`config.mk`:
```
export PLATFORM = sky130hd
export DESIGN_NAME = filter_window_controller
export DESIGN_NICKNAME = d
export VERILOG_FILES = /design/src/rtl/filter_window_controller.sv
export SDC_FILE = /design/constraint.sdc
export NUM_CORES = 1
export LEC_CHECK = 0
export CAP_MARGIN = 15
export CORE_ASPECT_RATIO = 1.5
export CORE_MARGIN = 4
export CORE_UTILIZATION = 51
export CTS_BUF_LIST = sky130_fd_sc_hd__clkbuf_4 sky130_fd_sc_hd__clkbuf_8 sky130_fd_sc_hd__clkbuf_16
export DETAILED_ROUTE_END_ITERATION = 8
export PLACE_DENSITY = 0.77
export SLEW_MARGIN = 20
export SYNTH_ARGS = -nofsm -noshare
export SYNTH_HDL_FRONTEND = slang
export SYNTH_SLANG_ARGS = --single-unit
```
`constraint.sdc`:
```
create_clock -name clk -period 2.2 [get_ports clk]
set_input_delay 0.44 -clock clk [delete_from_list [all_inputs] [get_ports clk]]
set_output_delay 0.44 -clock clk [all_outputs]
set_load 0.01 [all_outputs]
```
`src/rtl/filter_window_controller.sv`:
```
// Frame sequencer for the image filter window chain: tracks raster position,
// gates pixel acceptance against the single-entry window slot, and flags full windows.
module filter_window_controller #(
   parameter int IMG_WIDTH  = 64,
   parameter int IMG_HEIGHT = 64,
   parameter int COL_BITS   = 6,
   parameter int ROW_BITS   = 6,
   parameter int KERNEL     = 3
) (
   input  logic                clk,
   input  logic                async_reset_n,
   input  logic                start,
   input  logic                in_valid,
   output logic                in_ready,
   output logic                shift_en,
   output logic [COL_BITS-1:0] lb_addr,
   output logic                out_valid,
   input  logic                out_ready,
   output logic [ROW_BITS-1:0] out_row,
   output logic [COL_BITS-1:0] out_col,
   output logic                busy,
   output logic                frame_done
);

   typedef enum logic [1:0] {
      S_IDLE  = 2'd0,
      S_RUN   = 2'd1,
      S_DRAIN = 2'd2,
      S_DONE  = 2'd3
   } state_t;

   localparam logic [COL_BITS-1:0] COL_LAST  = COL_BITS'(IMG_WIDTH - 1);
   localparam logic [ROW_BITS-1:0] ROW_LAST  = ROW_BITS'(IMG_HEIGHT - 1);
   localparam logic [COL_BITS-1:0] COL_FIRST = COL_BITS'(KERNEL - 1);
   localparam logic [ROW_BITS-1:0] ROW_FIRST = ROW_BITS'(KERNEL - 1);
   localparam logic [COL_BITS-1:0] COL_HALF  = COL_BITS'(KERNEL / 2);
   localparam logic [ROW_BITS-1:0] ROW_HALF  = ROW_BITS'(KERNEL / 2);

   state_t              r_state;
   state_t              w_state_nxt;
   logic [COL_BITS-1:0] r_col;
   logic [ROW_BITS-1:0] r_row;
   logic                r_out_valid;
   logic [ROW_BITS-1:0] r_out_row;
   logic [COL_BITS-1:0] r_out_col;

   logic w_in_ready;
   logic w_shift;
   logic w_last_px;
   logic w_win_px;
   logic w_start;

   // Accept only while the window slot is empty or being emptied this cycle,
   // so at most one unconsumed window ever exists.
   assign w_in_ready = (r_state == S_RUN) && (!r_out_valid || out_ready);
   assign w_shift    = in_valid && w_in_ready;
   assign w_last_px  = (r_row == ROW_LAST) && (r_col == COL_LAST);
   assign w_win_px   = (r_row >= ROW_FIRST) && (r_col >= COL_FIRST);
   assign w_start    = (r_state == S_IDLE) && start;

   always_comb begin
      // NOTE: default first so every path assigns the next state and no latch is inferred.
      w_state_nxt = r_state;
      case (r_state)
         S_IDLE:  if (start) w_state_nxt = S_RUN;
         S_RUN:   if (w_shift && w_last_px) w_state_nxt = S_DRAIN;
         S_DRAIN: if (!r_out_valid || out_ready) w_state_nxt = S_DONE;
         S_DONE:  w_state_nxt = S_IDLE;
         default: w_state_nxt = S_IDLE;
      endcase
   end

   // NOTE: sequential state uses non-blocking assignments so all registers update from pre-edge values.
   always_ff @(posedge clk or negedge async_reset_n) begin
      if (!async_reset_n) begin
         r_state <= S_IDLE;
      end else begin
         r_state <= w_state_nxt;
      end
   end

   always_ff @(posedge clk or negedge async_reset_n) begin
      if (!async_reset_n) begin
         r_col <= '0;
         r_row <= '0;
      end else if (w_start) begin
         r_col <= '0;
         r_row <= '0;
      end else if (w_shift) begin
         if (r_col == COL_LAST) begin
            r_col <= '0;
            // Row holds on the final pixel; start clears it for the next frame.
            if (!w_last_px) r_row <= r_row + 1'b1;
         end else begin
            r_col <= r_col + 1'b1;
         end
      end
   end

   // A window-completing accept overrides a same-cycle consume, giving back-to-back windows.
   always_ff @(posedge clk or negedge async_reset_n) begin
      if (!async_reset_n) begin
         r_out_valid <= 1'b0;
         r_out_row   <= '0;
         r_out_col   <= '0;
      end else if (w_shift && w_win_px) begin
         r_out_valid <= 1'b1;
         r_out_row   <= r_row - ROW_HALF;
         r_out_col   <= r_col - COL_HALF;
      end else if (out_ready) begin
         r_out_valid <= 1'b0;
      end
   end

   assign in_ready   = w_in_ready;
   assign shift_en   = w_shift;
   assign lb_addr    = r_col;
   assign out_valid  = r_out_valid;
   assign out_row    = r_out_row;
   assign out_col    = r_out_col;
   assign busy       = (r_state == S_RUN) || (r_state == S_DRAIN);
   assign frame_done = (r_state == S_DONE);

endmodule

```
==> flow_summary.ini <==
[outcome]
outcome = finished clean

[worst_setup_path]
cp.buffers_inverters = 2
cp_cell_sequence = clkdlybuf4s50_1 -> nand2b_4 -> and2_1 -> clkdlybuf4s50_1
critPathMaxStageDelay_ns = 0.54
cp_max_fo = 4
crit_required_ns = 1.76
arrival_ns = 1.71
cp-start-kind = primary input
crit_top_cell = clkdlybuf4s50_1
end_kind = output pin
cp_top_family = buffers and inverters
critical_path_class = primary input to output pin
cp_slowest_cell = clkdlybuf4s50_1
r2r_setup_slack_ns = 0.08

[yosys]
synth-seq-area-share_pct = 41.60
synth_edf_count = 0
netlist_area_um2 = 1624
synth_nets = 174
synth.distinct_cells = 40
yosys_warnings = 0
ys_ff_latch = 27
synth_flop_cell = dfrtp_1
synth.avg_cell_area_um2 = 10.21
synthArstFlopShare_pct = 100.0
synthCells = 159

[finish]
final-seq-area_um2 = 675.6
multiInputGateArea_um2 = 862.1
layout_common_cells = dfrtp_1, clkdlybuf4s50_1, nand2_1, buf_4, inv_1
drive_gt1_share_pct = 17.35
area_growth_syn_to_layout_pct = 26.50
final_common_cell = dfrtp_1
fill_cells = 219
fin_util_pct = 69.11
fin_nets = 212
fin_area_um2 = 2054
antennaDiodeCount = 0

[drt]
via_per_inst = 5.800
dr.pass1.iters = 4
vias = 1363
drt-initial-drc-count = 33
wl_per_cell_um = 15.22
drc = 0
postRouteAntennaNets = 0
drt_wl_total_um = 3577

[clock_network]
cts_buffers = 3
worstSkewPairLatency_ns = 0.27
cts.path.max_buffers = 2
cts.sinks = 27
cts.clk_slew.worst_paths_ns = 0.09
cts-root-buf = clkbuf_8
cts_tree = done
ctsHtreeMaxLevel = 1

[grt]
grt_pass1_wl_um = 5975
grtUsageMet2_pct = 34.34
grt_max_degree = 28
antenna_found_initial = 0
grt_pass1_vias = 1360
grtUsageMet3_pct = 2.519
grt_use_met1_pct = 19.83
top_usage_layer = met2
overflow = 0
grt_usage_pct = 18.86

[timing]
hold_violations = 0
slew_violations = 0
fin_tns_setup_ns = 0
setup_viol = 0
fin_crit_sh_pct = 97.55
slew_headroom_pct = 48.92
rsz0062_at_grt = no
fmax_mhz = 466.0
period_minus_slack_ns = 2.146
fin_skew_ns = 0.004102
tightest_slew_ns = 0.7643

[pwr]
power_leakage_uw = 0.0009957
swShare_pct = 33.42
power_switching_uw = 468.8
clkPwrFrac_pct = 20.9
cell_internal_pwr_uw = 934.0
power_density_nw_per_um2 = 682.8
p_comb_share_pct = 37.1
seqPwrFrac_pct = 42.0
peakVddDrop_mv = 0.5890

[floorplan]
rows = 24
fp.dieH_um = 77.12
initial_core_util_pct = 54.63
core_area_um2 = 2973
io_pins = 28
chipWidth_um = 54.08
die_area_um2 = 4170

[placed_design]
dp_hpwl_um = 2705
placed_area_um2 = 1989
routabilityCongestion = 0.7984
io_buffers = 27

[job]
cap_violations = 0

[min_path]
min_path_type = flop to flop
-- flip-flops by register name, summed over array words and instances, names as in the netlist --
signal and cells:
lb_addr 6, out_col 6, out_row 6, r_row 6, r_state 2, out_valid 1
-- worst reg2reg max path, delay by kind of cell (launching register included) --
family,cells,cell delay [ns]
compound gates,1,0.66
flops,1,0.39
mux,1,0.41
simple gates,1,0.56
-- cell families after synthesis --
logic type      Yosys count  share of synthesized area, %
compound gates           27                         12.87
xor+xnor                 10                         5.393
fa+ha+maj                10                         7.704
buf+inv                  20                         5.931
flops                    27                         41.60
mux                      12                         9.784
simple gates             53                         16.72
-- final timing paths --
| kind | start | end | cells past startpoint |
|---|---|---|---|
| hold / removal | out_col[2] | out_col[2] | 1 |
| setup / recovery | out_ready | in_ready | 4 |
| hold reg to reg | out_col[2] | out_col[2] | 1 |
| min in group asynchronous | async_reset_n | r_row[0] | 2 |
| max in group asynchronous | async_reset_n | r_row[5] | 2 |
| setup reg to reg | lb_addr[2] | out_row[5] | 3 |
-- per-stage QoR --
step	hold slack (ns)	cells	setup slack [ns]	power (µW)
2_1_floorplan	0.1444	159	0.1582	902.6
3_3_place_gp	0.4884	230	-0.03303	1096
3_5_place_dp	0.4922	230	-0.03395	1117
4_1_cts	0.5133	235	0.04685	1412
5_1_grt	0.5390	235	0.01379	1487
6_report	0.5099	235	0.05396	1403
-- metal layers --
layer / vias to the layer above / share of wire (%)
met1: 673 / 38
met5: - / 0
li1: 638 / -
met3: 12 / 3.8
met4: 0 / 2.8
met2: 40 / 55
-- synthesized netlist by cell type, types with 2 or more instances --
library cell,number,share of area [%]
nand2_1,14,3.2
and2_1,4,1.5
nand3_1,9,2.8
xnor2_1,3,1.6
mux2_2,3,2.1
buf_2,2,0.62
mux2i_1,2,1.2
xor2_1,7,3.8
dfrtp_1,27,42
nor2_1,10,2.3
o31ai_1,5,2.3
clkbuf_1,4,0.92
o211a_1,2,1.2
o311a_1,2,1.2
a21oi_1,9,2.8
nor3_1,3,0.92
or4_1,4,1.8
o21ai_0,2,0.62
inv_1,11,2.5
ha_1,10,7.7
mux2_4,7,6.5
-- final cells by class --
class                      count  area share, %
sequential                    27          32.89
tap                           39          2.375
multi-input combinational    112          41.96
clock buffer                   4          2.375
inverter                      12          2.192
timing repair buffer          41          18.21
-- power by group through the flow --
stage	Clock, µW	Combinational (µW)	Sequential [µW]
floorplan	0	277	625
global route	325	566	596
detailed placement	0	518	599
global placement	0	504	592
CTS	301	521	589
finish	293	520	589
-- timing repair --
item	4_1_cts	5_1_grt
resized for setup	3	0
endpoints found under the setup margin	2	0
buffers inserted	1	0
hold buffers	0	0
Note: power is estimated with default switching activity, not from simulation.
